File: config.mk
export PLATFORM = sky130hd
export DESIGN_NAME = rect_scan_ctrl
export DESIGN_NICKNAME = d
export VERILOG_FILES = /design/src/rtl/rect_pkg.sv /design/src/rtl/rect_mask.sv /design/src/rtl/rect_scan_ctrl.sv
export SDC_FILE = /design/constraint.sdc
export NUM_CORES = 1
export LEC_CHECK = 0
export BUFFER_PORTS_ARGS = -buffer_cell sky130_fd_sc_hd__clkbuf_2
export CORE_UTILIZATION = 50
export DETAILED_ROUTE_END_ITERATION = 12
export PLACE_DENSITY = 0.73
export SYNTH_ARGS = -nofsm -noshare
export SYNTH_HDL_FRONTEND = slang
export SYNTH_SLANG_ARGS = --single-unit
File: constraint.sdc
create_clock -name clk -period 7.4 [get_ports clk]
set_input_delay 1.48 -clock clk [delete_from_list [all_inputs] [get_ports clk]]
set_output_delay 1.48 -clock clk [all_outputs]
set_load 0.02 [all_outputs]
File: src/rtl/rect_pkg.sv
// rtl/rect_pkg.sv - shared defaults, rectangle count, coordinate type and FSM states
package rect_pkg;

    localparam int DEF_ROWS = 4;
    localparam int DEF_COLS = 4;

    // Each rectangle is an unordered pair of rows times an unordered pair of columns.
    function automatic int num_rects(input int rows, input int cols);
        return ((rows * (rows - 1)) / 2) * ((cols * (cols - 1)) / 2);
    endfunction

    localparam int NUM_RECTS = num_rects(DEF_ROWS, DEF_COLS);
    localparam int COORD_W   = $clog2((DEF_ROWS > DEF_COLS) ? DEF_ROWS : DEF_COLS);

    typedef logic [COORD_W-1:0] coord_t;

    typedef enum logic [1:0] {
        IDLE = 2'd0,
        SCAN = 2'd1,
        DONE = 2'd2
    } state_t;

endpackage

File: src/rtl/rect_mask.sv
// rtl/rect_mask.sv - four-corner bit mask for rectangle (r1,r2,c1,c2)
module rect_mask #(
    parameter int ROWS = 4,
    parameter int COLS = 4,
    parameter int RW   = 2,
    parameter int CW   = 2
) (
    input  logic [RW-1:0]        r1,
    input  logic [RW-1:0]        r2,
    input  logic [CW-1:0]        c1,
    input  logic [CW-1:0]        c2,
    output logic [ROWS*COLS-1:0] mask
);

    for (genvar r = 0; r < ROWS; r++) begin : g_row
        for (genvar c = 0; c < COLS; c++) begin : g_col
            assign mask[r*COLS+c] = ((r1 == RW'(r)) || (r2 == RW'(r))) &&
                                    ((c1 == CW'(c)) || (c2 == CW'(c)));
        end
    end

endmodule

File: src/rtl/rect_scan_ctrl.sv
// rtl/rect_scan_ctrl.sv - scans every axis-aligned rectangle of a bit matrix, counting (and optionally flipping) full-corner hits
module rect_scan_ctrl
    import rect_pkg::*;
#(
    parameter int  ROWS = DEF_ROWS,
    parameter int  COLS = DEF_COLS,
    localparam int HW   = $clog2(num_rects(ROWS, COLS) + 1)
) (
    input  logic                 clk,
    input  logic                 rst,
    input  logic                 in_valid,
    output logic                 in_ready,
    input  logic [ROWS*COLS-1:0] m_in,
    input  logic                 flip_mode,
    output logic                 out_valid,
    input  logic                 out_ready,
    output logic [ROWS*COLS-1:0] m_out,
    output logic [HW-1:0]        hit_count,
    output logic                 busy
);

    localparam int RW = $clog2(ROWS);
    localparam int CW = $clog2(COLS);

    state_t                state_q, state_nxt;
    logic [ROWS*COLS-1:0]  matrix_q, matrix_nxt;
    logic [HW-1:0]         hits_q, hits_nxt;
    logic [RW-1:0]         r1_q, r1_nxt, r2_q, r2_nxt;
    logic [CW-1:0]         c1_q, c1_nxt, c2_q, c2_nxt;
    logic                  flip_q, flip_nxt;
    logic [ROWS*COLS-1:0]  mask;
    logic                  hit;

    rect_mask #(
        .ROWS (ROWS),
        .COLS (COLS),
        .RW   (RW),
        .CW   (CW)
    ) u_mask (
        .r1   (r1_q),
        .r2   (r2_q),
        .c1   (c1_q),
        .c2   (c2_q),
        .mask (mask)
    );

    assign hit       = ((matrix_q & mask) == mask);
    assign m_out     = matrix_q;
    assign hit_count = hits_q;

    always_ff @(posedge clk or posedge rst) begin
        if (rst) begin
            state_q  <= IDLE;
            matrix_q <= '0;
            hits_q   <= '0;
            r1_q     <= '0;
            r2_q     <= RW'(1);
            c1_q     <= '0;
            c2_q     <= CW'(1);
            flip_q   <= 1'b0;
        end else begin
            state_q  <= state_nxt;
            matrix_q <= matrix_nxt;
            hits_q   <= hits_nxt;
            r1_q     <= r1_nxt;
            r2_q     <= r2_nxt;
            c1_q     <= c1_nxt;
            c2_q     <= c2_nxt;
            flip_q   <= flip_nxt;
        end
    end

    always_comb begin
        state_nxt  = state_q;
        matrix_nxt = matrix_q;
        hits_nxt   = hits_q;
        r1_nxt     = r1_q;
        r2_nxt     = r2_q;
        c1_nxt     = c1_q;
        c2_nxt     = c2_q;
        flip_nxt   = flip_q;
        in_ready   = 1'b0;
        out_valid  = 1'b0;
        busy       = 1'b0;

        case (state_q)
            IDLE: begin
                in_ready = 1'b1;
                if (in_valid) begin
                    matrix_nxt = m_in;
                    flip_nxt   = flip_mode;
                    hits_nxt   = '0;
                    r1_nxt     = '0;
                    r2_nxt     = RW'(1);
                    c1_nxt     = '0;
                    c2_nxt     = CW'(1);
                    state_nxt  = SCAN;
                end
            end

            SCAN: begin
                busy = 1'b1;
                if (hit) begin
                    hits_nxt = hits_q + HW'(1);
                    if (flip_q) matrix_nxt = matrix_q ^ mask;
                end
                // c2 innermost, r1 outermost; each inner pair restarts just past its outer index
                if (c2_q != CW'(COLS - 1)) begin
                    c2_nxt = c2_q + CW'(1);
                end else if (c1_q != CW'(COLS - 2)) begin
                    c1_nxt = c1_q + CW'(1);
                    c2_nxt = c1_q + CW'(2);
                end else if (r2_q != RW'(ROWS - 1)) begin
                    r2_nxt = r2_q + RW'(1);
                    c1_nxt = '0;
                    c2_nxt = CW'(1);
                end else if (r1_q != RW'(ROWS - 2)) begin
                    r1_nxt = r1_q + RW'(1);
                    r2_nxt = r1_q + RW'(2);
                    c1_nxt = '0;
                    c2_nxt = CW'(1);
                end else begin
                    state_nxt = DONE;
                end
            end

            DONE: begin
                out_valid = 1'b1;
                if (out_ready) state_nxt = IDLE;
            end

            default: state_nxt = IDLE;
        endcase
    end

endmodule

==> results of run 1 <==
## stage by stage
stage / setup WS, ns / instance area (sq um)
2_1_floorplan: 5.05 / 2300
3_3_place_gp: 4.60 / 2540
3_5_place_dp: 4.51 / 2540
4_1_cts: 4.28 / 2640
5_1_grt: 4.17 / 2640
6_report: 4.29 / 2640
## area by class of cell
cell class	count	area (sq um)
fill	389	1750
inverter	27	104
clock inverter	1	5.00
tap	52	65.1
multi-input combinational	177	1300
clock buffer	7	96.3
timing repair buffer	47	240
sequential	33	828
## logic make-up after synthesis
family          after synthesis
compound gates               60
mux                           6
buf+inv                      40
flops                        33
fa+ha+maj                    29
simple gates                 82
## flip-flops by register name (all words and copies together), names as in the netlist
register	flops
m_out	16
hit_count	6
c1_q	2
c2_q	2
r1_q	2
r2_q	2
state_q	2
flip_q	1
## worst max path at each step
stage,startpoint,end,depth (start not counted)
after floorplan,state_q[1]$_DFFE_PP0P_,busy,4
after global placement,state_q[1]$_DFFE_PP0P_,busy,4
after detailed placement,c2_q[0]$_DFFE_PP1P_,hit_count[0]$_DFFE_PP0P_,8
after CTS,state_q[1]$_DFFE_PP0P_,busy,4
after global routing,state_q[1]$_DFFE_PP0P_,busy,4
final,state_q[1]$_DFFE_PP0P_,busy,4
## power by group
part	internal, mW	switching (mW)	leakage [nW]
combinational	0.249	0.349	0.816
sequential	0.257	0.0795	0.402
clock	0.0841	0.0681	0.0542
total	0.590	0.497	1.27
## Yosys cell counts, types with 7 or more instances
cell type / number
dfrtp_1: 31
ha_1: 29
nor2_1: 29
inv_1: 26
a21oi_1: 23
o2bb2ai_1: 19
nor3b_1: 16
nand2_1: 10
buf_2: 8
nand3_1: 7
## metal layers
layer,vias up,share of wire [%],global-route usage (%)
met5,-,0,0
met4,0,2.0,8.22
met3,9,4.5,5.09
met2,50,46,34.3
met1,920,48,30.3
li1,955,-,-
==> metrics.md, run 1 <==
| Metric | Value |
|---|---|
| Status | completed |
| Yosys Warn Count | 0 |
| # rows | 24 |
| Final HPWL DP | 3.71 mm |
| FF-to-FF End | hit_count[0]$_DFFE_PP0P_ |
| FMAX | 322 MHz |
| Final core occ | 60.2% |
| Final period util | a little over two fifths |
| Synthesized flop and latch total | 33 |
| Vias | 1934 |
| Final hold slack | 0.486 ns |
| Critical path startpoint category | flip-flop |
| CTS tree | built |
| Placed cell count | about 340 |
| PnR Total Power | 1.09 mW |
| Synthesized instance count | 250 |
| Commonest non-fill, non-tap cell in the layout | clkbuf_2 |
| WHS Endpoint | hit_count[5]$_DFFE_PP0P_ |
| CP max-delay cell | dfrtp_1 |
| Layout Skew | 0.00462 ns |
| Fin. max-slew vios | 0 |
| WP data arrival | 1.63 ns |
| Synth Area in Adders | ~16% |
| R2R depth | 8 |
| WP data required | 5.92 ns |
| CTS Buf Count | 5 |
| Synth Area in XOR/XNOR | 0% |
| Number of remaining DRC errors | 0 |
| Rel. slew slack | between 30% and 40% |
| Mux cell area share after synthesis | about 2.9% |
| Setup violators final | 0 |
| Slowest cell delay on critical path | 0.49 ns |
| Drt first pass iters | 4 |
| DIE HEIGHT | 69.8 um |
| Final Non-Filler Cells | 344 |
| Placer Congestion | 0.862 |
| Seq/Total Area, Yosys | 36.0% |
| Minimum clock period | 3.11 ns |
| Max Cap Violations | 0 |
| Ordered cell list for the critical path | nand2b_1 -> buf_4 -> inv_4 -> clkbuf_2 |
| EDFF count, synth | 0 |
| Vias in the first global route | ~1.8k |
| Root Buffer | clkbuf_8 |
| Distinct cell type count after synthesis | 41 |
| PostCTS Resize Cnt | 0 |
| Post-CTS Setup Bufs | 0 |
| Vias per inst | 5.62 |
| Synthesized cell area | 2300 sq um |
| HP Start | hit_count[5]$_DFFE_PP0P_ |
| Port Buffer Count | 45 |
| VDD IR max | 0.214 mV |
| FFs w/ async S/R, synth | 100% |
| Iter 0 DRT Violations | roughly 150 |
| Final ANT Viol Nets | 0 |
| GR Overflow Total | 0 |
| Share of layout cells above drive strength 1 | 22.9% |
| Slew @ Worst Pin | between 0.9 and 1 ns |
| Top delay family on crit path | buffers and inverters |
| Setup crit end kind | output pin |
| Antenna violations before repair | 0 |
| Mapped Nets | 300 |
| Sink count of the clock tree | 33 |
| Tot GR Track Use | 22.2% |
| Drt wl/cell | 14.7 um |
| Largest net degree at the start of global routing | 42 |
| Yosys top cell area share | 33.7% |
| Post-CTS Hold Fix Bufs | 0 |
| Nets@finish | 341 |
| Leak | 1.27 nW |
| Starting Density | 52.5% |
| Worst reg-to-reg setup slack | ~4.5 ns |
| Die footprint | 4880 sq um |
| Hold WC Path Type | reg -> reg |
| Top Ports | 46 |
| Synth Area in Compound Gates | 18.6% |
| Clk_lat worst skew | 0.29 ns |
| Synth top area cells | dfrtp_1, ha_1, o2bb2ai_1 |
| Dominant cell type by area after synthesis | dfrtp_1 |
| First-pass GRT wire length | 8.60 mm |
| Final wirelength | 5.05 mm |
| Crit Path Max Fanout | just over 40 |
| Crit Path Class | reg -> out |
| Buf/Inv on CP | 3 |
| RSZ-0062 raised after global routing | no |
| Die width | 69.8 um |
| P&R area growth vs syn | 14.6% |
| Pwr/cell area | 412 nW/um^2 |
| Most frequent cells in the layout | clkbuf_2, dfrtp_1, nor2_1, ha_1, inv_1 |
| Most common flop cell mapped by yosys | dfrtp_1 |
| Largest family of logic cells by synthesized area | simple AND/OR/NAND/NOR gates |
| H-tree depth | 2 |
| Final hold vios | 0 |
| Worst-path clk slew | ~0.070 ns |
| Sum of negative setup slack | 0 ns |
| Area share of and/or/nand/nor cells after synthesis | 19.2% |
| Antenna diode count | 0 |
| CTS max path bufs | 2 |
| Avg Cell Area, Syn | 9.20 sq um |
| Worst r2r src | c2_q[0]$_DFFE_PP1P_ |
| Core area | 4380 sq um |
| Hold depth | 1 |
No activity file was read; power rests on OpenSTA's default activity.
==> run 2: changes to the inputs <==
--- a/config.mk
+++ b/config.mk
@@ -5,10 +5,11 @@
 export SDC_FILE = /design/constraint.sdc
 export NUM_CORES = 1
 export LEC_CHECK = 0
+export ABC_AREA = 1
 export BUFFER_PORTS_ARGS = -buffer_cell sky130_fd_sc_hd__clkbuf_2
 export CORE_UTILIZATION = 50
 export DETAILED_ROUTE_END_ITERATION = 12
-export PLACE_DENSITY = 0.73
+export PLACE_DENSITY = 0.75
 export SYNTH_ARGS = -nofsm -noshare
 export SYNTH_HDL_FRONTEND = slang
 export SYNTH_SLANG_ARGS = --single-unit
==> constraint.sdc (replaced) <==
create_clock -name clk -period 2.77 [get_ports clk]
set_input_delay 0.554 -clock clk [delete_from_list [all_inputs] [get_ports clk]]
set_output_delay 0.554 -clock clk [all_outputs]
set_load 0.02 [all_outputs]
==> run 2 against run 1 <==
Effect of this change:
- sequential share of layout area is 0.47 points lower
- synthesized cell count is 26% higher
- first-iteration DRC count is 5.5% lower
- via count is 12% higher
- register-to-register slack worse by 4.3 ns
- critical path type is now reg -> reg
- cell count is 21% higher
==> metrics.md, run 2 <==
| Metric | Value |
|---|---|
| Avg Cell Area, Syn | 7.29 sq um (-21%) |
| Synthesized flop and latch total | 33 (unchanged) |
| First-pass GRT wire length | 9.09 mm (+5.7%) |
| Final setup margin | 0.259 ns (-4.03 ns) |
| Setup crit end kind | flip-flop |
| Layout Skew | 0.00623 ns (+0.00161 ns) |
| Number of remaining DRC errors | 0 (unchanged) |
| Slew @ Worst Pin | 0.644 ns (-0.321 ns) |
| Top Ports | 46 (unchanged) |
| Synth top area cells | dfrtp_1, ha_1, nand2_1 |
| Wl on met1 | 2.48 mm (+3.5%) |
| Dominant cell type by area after synthesis | dfrtp_1 |
| Tot GR Track Use | 23.4% (+1.2 points) |
| Final core occ | 61.1% (+0.91 points) |
| Most common flop cell mapped by yosys | dfrtp_1 |
| PnR Total Power | 2.94 mW (+170%) |
| Crit Path Max Fanout | 12 (-71%) |
| Antenna diode count | 0 (unchanged) |
| Final wirelength | 5.22 mm (+3.5%) |
| P&R area growth vs syn | 16.2% |
| Root Buffer | clkbuf_8 |
| Final hold slack | 0.324 ns (-0.162 ns) |
| Clk_lat worst skew | 0.29 ns (about the same) |
| Final ANT Viol Nets | 0 (unchanged) |
| Vias in the first global route | 1989 (+7.9%) |
| Antenna violations before repair | 0 (unchanged) |
| Iter 0 DRT Violations | 138 (-5.5%) |
| VDD IR max | 0.612 mV (+190%) |
| # rows | 24 (unchanged) |
| Hold WC Path Type | in -> async |
| Most common cell in the netlist | nand2_1 |
| Port Buffer Count | 45 (unchanged) |
| Worst-path clk slew | 0.07 ns (about the same) |
| Placed cell areas | 2580 sq um (+1.6%) |
| Status | completed |
| Sink count of the clock tree | 33 (unchanged) |
| Placer Congestion | 0.844 (-2.0%) |
| Final period util | 90.7% |
| Vias per inst | 5.20 (-7.4%) |
| Uppermost layer routed | met4 |
| Distinct cell type count after synthesis | 26 (-37%) |
| FMAX | 398 MHz |
| Critical path startpoint category | flip-flop |
| Fin. max-slew vios | 0 (unchanged) |
| Core area | 4380 sq um (unchanged) |
| Largest net degree at the start of global routing | 34 (-19%) |
| Die width | 69.9 um (about the same) |
| Max Cap Violations | 0 (unchanged) |
| Final Non-Filler Cells | 417 (+21%) |
| Met3 WL | 183 um (-20%) |
| CP Launch Point | c2_q[0]$_DFFE_PP1P_ |
| DIE HEIGHT | 69.9 um (about the same) |
| Routed wl met2 | 2.46 mm (+5.8%) |
| Leak | 1.50 nW (+18%) |
| Pwr/cell area | 1100 nW/um^2 (+170%) |
| Vias | 2170 (+12%) |
| Crit Path Class | reg -> reg |
| GR Overflow Total | 0 (unchanged) |
| RSZ-0062 raised after global routing | no |
| Starting Density | 52.5% (+0.057 points) |
| Yosys Warn Count | 0 (unchanged) |
| Largest register FFs | 16 (unchanged) |
| Setup violators final | 0 (unchanged) |
| Nets@finish | 414 (+21%) |
| CTS max path bufs | 2 (unchanged) |
| Area of the multi-input gates | 1280 sq um (-1.1%) |
| Placed cell count | 409 (+22%) |
| Mapped Nets | 366 (+22%) |
| PostCTS Resize Cnt | 0 (unchanged) |
| Final hold vios | 0 (unchanged) |
| Drt wl/cell | 12.5 um (-15%) |
| Post-CTS Setup Bufs | 0 (unchanged) |
| Final instance area | 2680 sq um (+1.5%) |
| DP Worst Slack | 0.314 ns (-4.20 ns) |
| Seq/Total Area, Yosys | 36.0% (-0.039 points) |
| WP data arrival | 2.74 ns (+1.11 ns) |
| Yosys top cell area share | 33.7% (-0.037 points) |
| FFs w/ async S/R, synth | 100% (unchanged) |
| Minimum clock period | 2.51 ns |
| WP data required | 3.00 ns (-2.92 ns) |
| Filler instances | 407 (+4.6%) |
| H-tree depth | 2 (unchanged) |
| Drt first pass iters | 5 (+1) |
| Sum of negative setup slack | 0 ns (unchanged) |
| Worst r2r src | c2_q[0]$_DFFE_PP1P_ |
| Commonest cells in the netlist | nand2_1, nor2_1, inv_1 |
| Die footprint | 4880 sq um (+0.11%) |
| CTS Buf Count | 5 (unchanged) |
| Register area | 828 sq um (unchanged) |
| Final HPWL DP | 3.91 mm (+5.2%) |
| Most frequent cells in the layout | nand2_1, clkbuf_2, nor2_1 |
| Synthesized cell area | 2300 sq um (+0.11%) |
| Share of layout cells above drive strength 1 | 17.5% (-5.4 points) |
| Commonest non-fill, non-tap cell in the layout | nand2_1 |
| EDFF count, synth | 0 (unchanged) |
| Rel. slew slack | 57.1% (+21 points) |
| CTS tree | built |
| Synthesized instance count | 316 (+26%) |
| Post-CTS Hold Fix Bufs | 0 (unchanged) |
## run 2: changes by cell type after synthesis, sizes merged, moves of 3 or more
| cell | previous run | this run |
|---|---|---|
| o2bb2ai | 19 | 0 |
| o21ai | 5 | 28 |
| a22o | 4 | 0 |
| nand2b | 3 | 0 |
| and2 | 3 | 0 |
| nor4 | 4 | 0 |
| nand2 | 10 | 90 |
| nand3 | 7 | 30 |
| nor3b | 17 | 1 |
| nor2 | 30 | 41 |
| nor2b | 4 | 0 |
| inv | 27 | 36 |
| mux2i | 4 | 0 |
| a21oi | 24 | 8 |
## run 2: worst paths after layout
check / end / slack (ns) / depth (start not counted)
hold / removal: hit_count[5]$_DFFE_PP0P_ / 0.32 / 3
min in group clk: m_out[0]$_DFFE_PP0P_ / 0.50 / 2
setup reg to reg: m_out[3]$_DFFE_PP0P_ / 0.26 / 13
max in group asynchronous: c2_q[0]$_DFFE_PP1P_ / 2.09 / 3
hold reg to reg: m_out[0]$_DFFE_PP0P_ / 0.50 / 2
setup / recovery: m_out[3]$_DFFE_PP0P_ / 0.26 / 13
## run 2: worst max-delay path, cell delays in order (launching register included)
cell	delay [ns]
dfstp_2	0.55
inv_1	0.07
ha_1	0.19
a21oi_1	0.32
nor2_1	0.09
ha_1	0.20
nor2_1	0.12
nand2_1	0.08
nor2_1	0.11
nand2_1	0.06
nand2_1	0.21
buf_4	0.24
nand3_1	0.09
nand2_1	0.10
## run 2: per-layer routing
layer	vias up	track usage [%]
li1	1108	-
met1	1000	31.4
met2	52	37.3
met3	10	4.76
met4	0	8.89
met5	-	0
## run 2: logic make-up (layout without fill, tap and decap cells)
| kind of cell | after synthesis | after routing | share of synthesized area (%) |
|---|---|---|---|
| simple gates | 168 | 168 | 30.1 |
| mux | 1 | 1 | 0.489 |
| compound gates | 38 | 38 | 8.64 |
| buf+inv | 45 | 94 | 8.26 |
| fa+ha+maj | 29 | 29 | 15.8 |
| flops | 33 | 33 | 36.0 |
| xor+xnor | 2 | 2 | 0.761 |
## run 2: power breakdown
| group | switching [mW] | internal, mW | total [mW] |
|---|---|---|---|
| sequential | 0.162 | 0.670 | 0.832 |
| clock | 0.188 | 0.225 | 0.413 |
| combinational | 1.10 | 0.592 | 1.69 |
## run 2: layout make-up
| type | count | share of cell area (%) |
|---|---|---|
| flip-flops and latches | 33 | 30.9 |
| clock buffers | 7 | 3.60 |
| well taps | 52 | 2.43 |
| inverters | 36 | 5.05 |
| clock inverters | 1 | 0.187 |
| repair buffers | 50 | 9.81 |
| multi-input cells | 238 | 48.0 |
==> run 3: changes to the inputs <==
--- a/config.mk
+++ b/config.mk
@@ -9,7 +9,7 @@
 export BUFFER_PORTS_ARGS = -buffer_cell sky130_fd_sc_hd__clkbuf_2
 export CORE_UTILIZATION = 50
 export DETAILED_ROUTE_END_ITERATION = 12
-export PLACE_DENSITY = 0.75
+export PLACE_DENSITY = 0.76
 export SYNTH_ARGS = -nofsm -noshare
 export SYNTH_HDL_FRONTEND = slang
 export SYNTH_SLANG_ARGS = --single-unit
==> run 3 against run 2 <==
Effect of this change:
- critical path depth is the same
- core utilization shrank 0.086 points
- cell count shrank 0.24%
- setup slack gained 0.0016 ns
- largest cell class unchanged
- maximum frequency is essentially flat
- design area shrank 0.14%
- clock skew is essentially flat
- clock power shrank 1%
- first-iteration DRC count shrank 6.5%
- hold slack gained 0.013 ns
- power grew 0.19%
==> metrics.md, run 3 (synthesized netlist as in run 2, its figures left out) <==
| Metric | Value |
|---|---|
| Status | completed |
| Iter 0 DRT Violations | 129 (-6.5%) |
| Sink count of the clock tree | 33 (unchanged) |
| Most frequent cells in the layout | nand2_1, clkbuf_2, nor2_1 |
| Rel. slew slack | 57.2% (+0.13 points) |
| Max Cap Violations | 0 (unchanged) |
| Port Buffer Count | 45 (unchanged) |
| RSZ-0062 raised after global routing | no |
| Largest net degree at the start of global routing | 34 (unchanged) |
| VDD IR max | 0.675 mV (+10%) |
| Psw | 1.45 mW (+0.32%) |
| Starting Density | 52.5% (unchanged) |
| Die width | 69.9 um (unchanged) |
| Register area | 828 sq um (unchanged) |
| WP data arrival | 2.73 ns (about the same) |
| Leak | 1.49 nW (-0.34%) |
| Minimum clock period | 2.51 ns (-0.00160 ns) |
| # rows | 24 (unchanged) |
| Share of layout cells above drive strength 1 | 17.6% (+0.048 points) |
| Tot GR Track Use | 22.5% (-0.87 points) |
| Seq pwr share | 28.3% (about the same) |
| Largest register FFs | 16 (unchanged) |
| Clk pwr share | 13.9% (about the same) |
| CTS max path bufs | 2 (unchanged) |
| Crit Path Class | reg -> reg |
| Slew @ Worst Pin | 0.642 ns (-0.00194 ns) |
| Filler instances | 405 (-0.49%) |
| CTS tree | built |
| P&R area growth vs syn | 16.1% |
| H-tree depth | 2 (unchanged) |
| Area of the multi-input gates | 1290 sq um (+0.29%) |
| Number of remaining DRC errors | 0 (unchanged) |
| Placed cell areas | 2570 sq um (-0.29%) |
| Final HPWL DP | 3.80 mm (-2.8%) |
| Die footprint | 4880 sq um (unchanged) |
| Post-CTS Setup Bufs | 0 (unchanged) |
| Final wirelength | 5.21 mm (-0.31%) |
| Antenna diode count | 0 (unchanged) |
| Setup violators final | 0 (unchanged) |
| Critical path startpoint category | flip-flop |
| Setup crit end kind | flip-flop |
| Final instance area | 2670 sq um (-0.14%) |
| Final period util | 90.6% (about the same) |
| WP data required | 2.99 ns (about the same) |
| DIE HEIGHT | 69.9 um (unchanged) |
| Drt first pass iters | 4 (-1) |
| CTS Buf Count | 5 (unchanged) |
| Nets@finish | 413 (-0.24%) |
| FMAX | 398 MHz (about the same) |
| Fin. max-slew vios | 0 (unchanged) |
| Clk_lat worst skew | 0.29 ns (about the same) |
| GR Overflow Total | 0 (unchanged) |
| Antenna violations before repair | 0 (unchanged) |
| Final hold vios | 0 (unchanged) |
| Final hold slack | 0.337 ns (+0.0129 ns) |
| Int Power | 1.49 mW (about the same) |
| Sum of negative setup slack | 0 ns (unchanged) |
| Drt wl/cell | 12.5 um (about the same) |
| Hold WC Path Type | in -> async |
| Worst-path clk slew | 0.07 ns (about the same) |
| Layout Skew | 0.00577 ns (-0.000458 ns) |
| Pwr/cell area | 1100 nW/um^2 (+0.34%) |
| Placer Congestion | 0.843 (-0.21%) |
| Root Buffer | clkbuf_8 |
| PnR Total Power | 2.94 mW (+0.19%) |
| Commonest non-fill, non-tap cell in the layout | nand2_1 |
| First-pass GRT wire length | 8.77 mm (-3.6%) |
| Final ANT Viol Nets | 0 (unchanged) |
| Top Ports | 46 (unchanged) |
| Sw frac | 49.4% (+0.064 points) |
| Vias per inst | 5.14 (-1.3%) |
| Core area | 4380 sq um (unchanged) |
| Gate power share | 57.8% (+0.2 points) |
| Vias | 2137 (-1.5%) |
| Vias in the first global route | 1913 (-3.8%) |
| Crit Path Max Fanout | 12 (unchanged) |
## run 3: through the flow
step	cells	utilization, %	worst slack, ns
floorplan	316	-	0.600
global placement	408	58.6	0.353
detailed placement	408	58.6	0.279
CTS	416	60.9	0.221
global route	416	61.0	0.118
finish	416	61.0	0.260
## run 3: path summary, 6_finish.rpt
path / start / endpoint / slack, ns / depth (start not counted)
max in group asynchronous: rst / c2_q[0]$_DFFE_PP1P_ / 2.09 / 3
min: rst / hit_count[3]$_DFFE_PP0P_ / 0.34 / 3
max reg2reg: r2_q[0]$_DFFE_PP1P_ / m_out[9]$_DFFE_PP0P_ / 0.26 / 13
max: r2_q[0]$_DFFE_PP1P_ / m_out[9]$_DFFE_PP0P_ / 0.26 / 13
min in group clk: m_out[13]$_DFFE_PP0P_ / m_out[13]$_DFFE_PP0P_ / 0.50 / 2
min reg2reg: m_out[13]$_DFFE_PP0P_ / m_out[13]$_DFFE_PP0P_ / 0.50 / 2
## run 3: worst max-delay path, cell delays in order, from the launching register on
cell,delay (ns)
dfstp_2,0.57
inv_1,0.09
ha_1,0.19
nor2_1,0.27
nor2_1,0.10
ha_1,0.19
nor2_1,0.13
nand2_1,0.08
nor2_1,0.11
nand2_1,0.06
nand2_1,0.21
buf_4,0.25
nand3_1,0.09
nand2_1,0.10
## run 3: final cells by class
cell class,instances,share of cell area (%)
multi-input cells,238,48.2
inverters,36,5.05
repair buffers,49,9.55
flip-flops and latches,33,31.0
clock buffers,7,3.60
well taps,52,2.43
clock inverters,1,0.187
## run 3: per-layer routing
| layer | GRT usage [%] | part of all wire, % | vias up |
|---|---|---|---|
| li1 | - | - | 1103 |
| met1 | 30.1 | 48 | 976 |
| met2 | 36.6 | 46 | 52 |
| met3 | 4.91 | 4.8 | 6 |
| met4 | 6.67 | 1.3 | 0 |
| met5 | 0 | 0 | - |
## run 3: power groups by stage
| stage | clock [mW] | sequential, mW | combinational, mW |
|---|---|---|---|
| after floorplan | 0 | 0.939 | 1.13 |
| after global placement | 0 | 0.836 | 1.65 |
| after detailed placement | 0 | 0.840 | 1.68 |
| after CTS | 0.417 | 0.833 | 1.70 |
| after global routing | 0.436 | 0.861 | 1.96 |
| final | 0.409 | 0.834 | 1.70 |
## run 3: repair_timing
action / 4_1_cts / 5_1_grt
endpoints found under the setup margin: 0 / 1
resized for setup: 0 / 1
hold buffers: 0 / 0
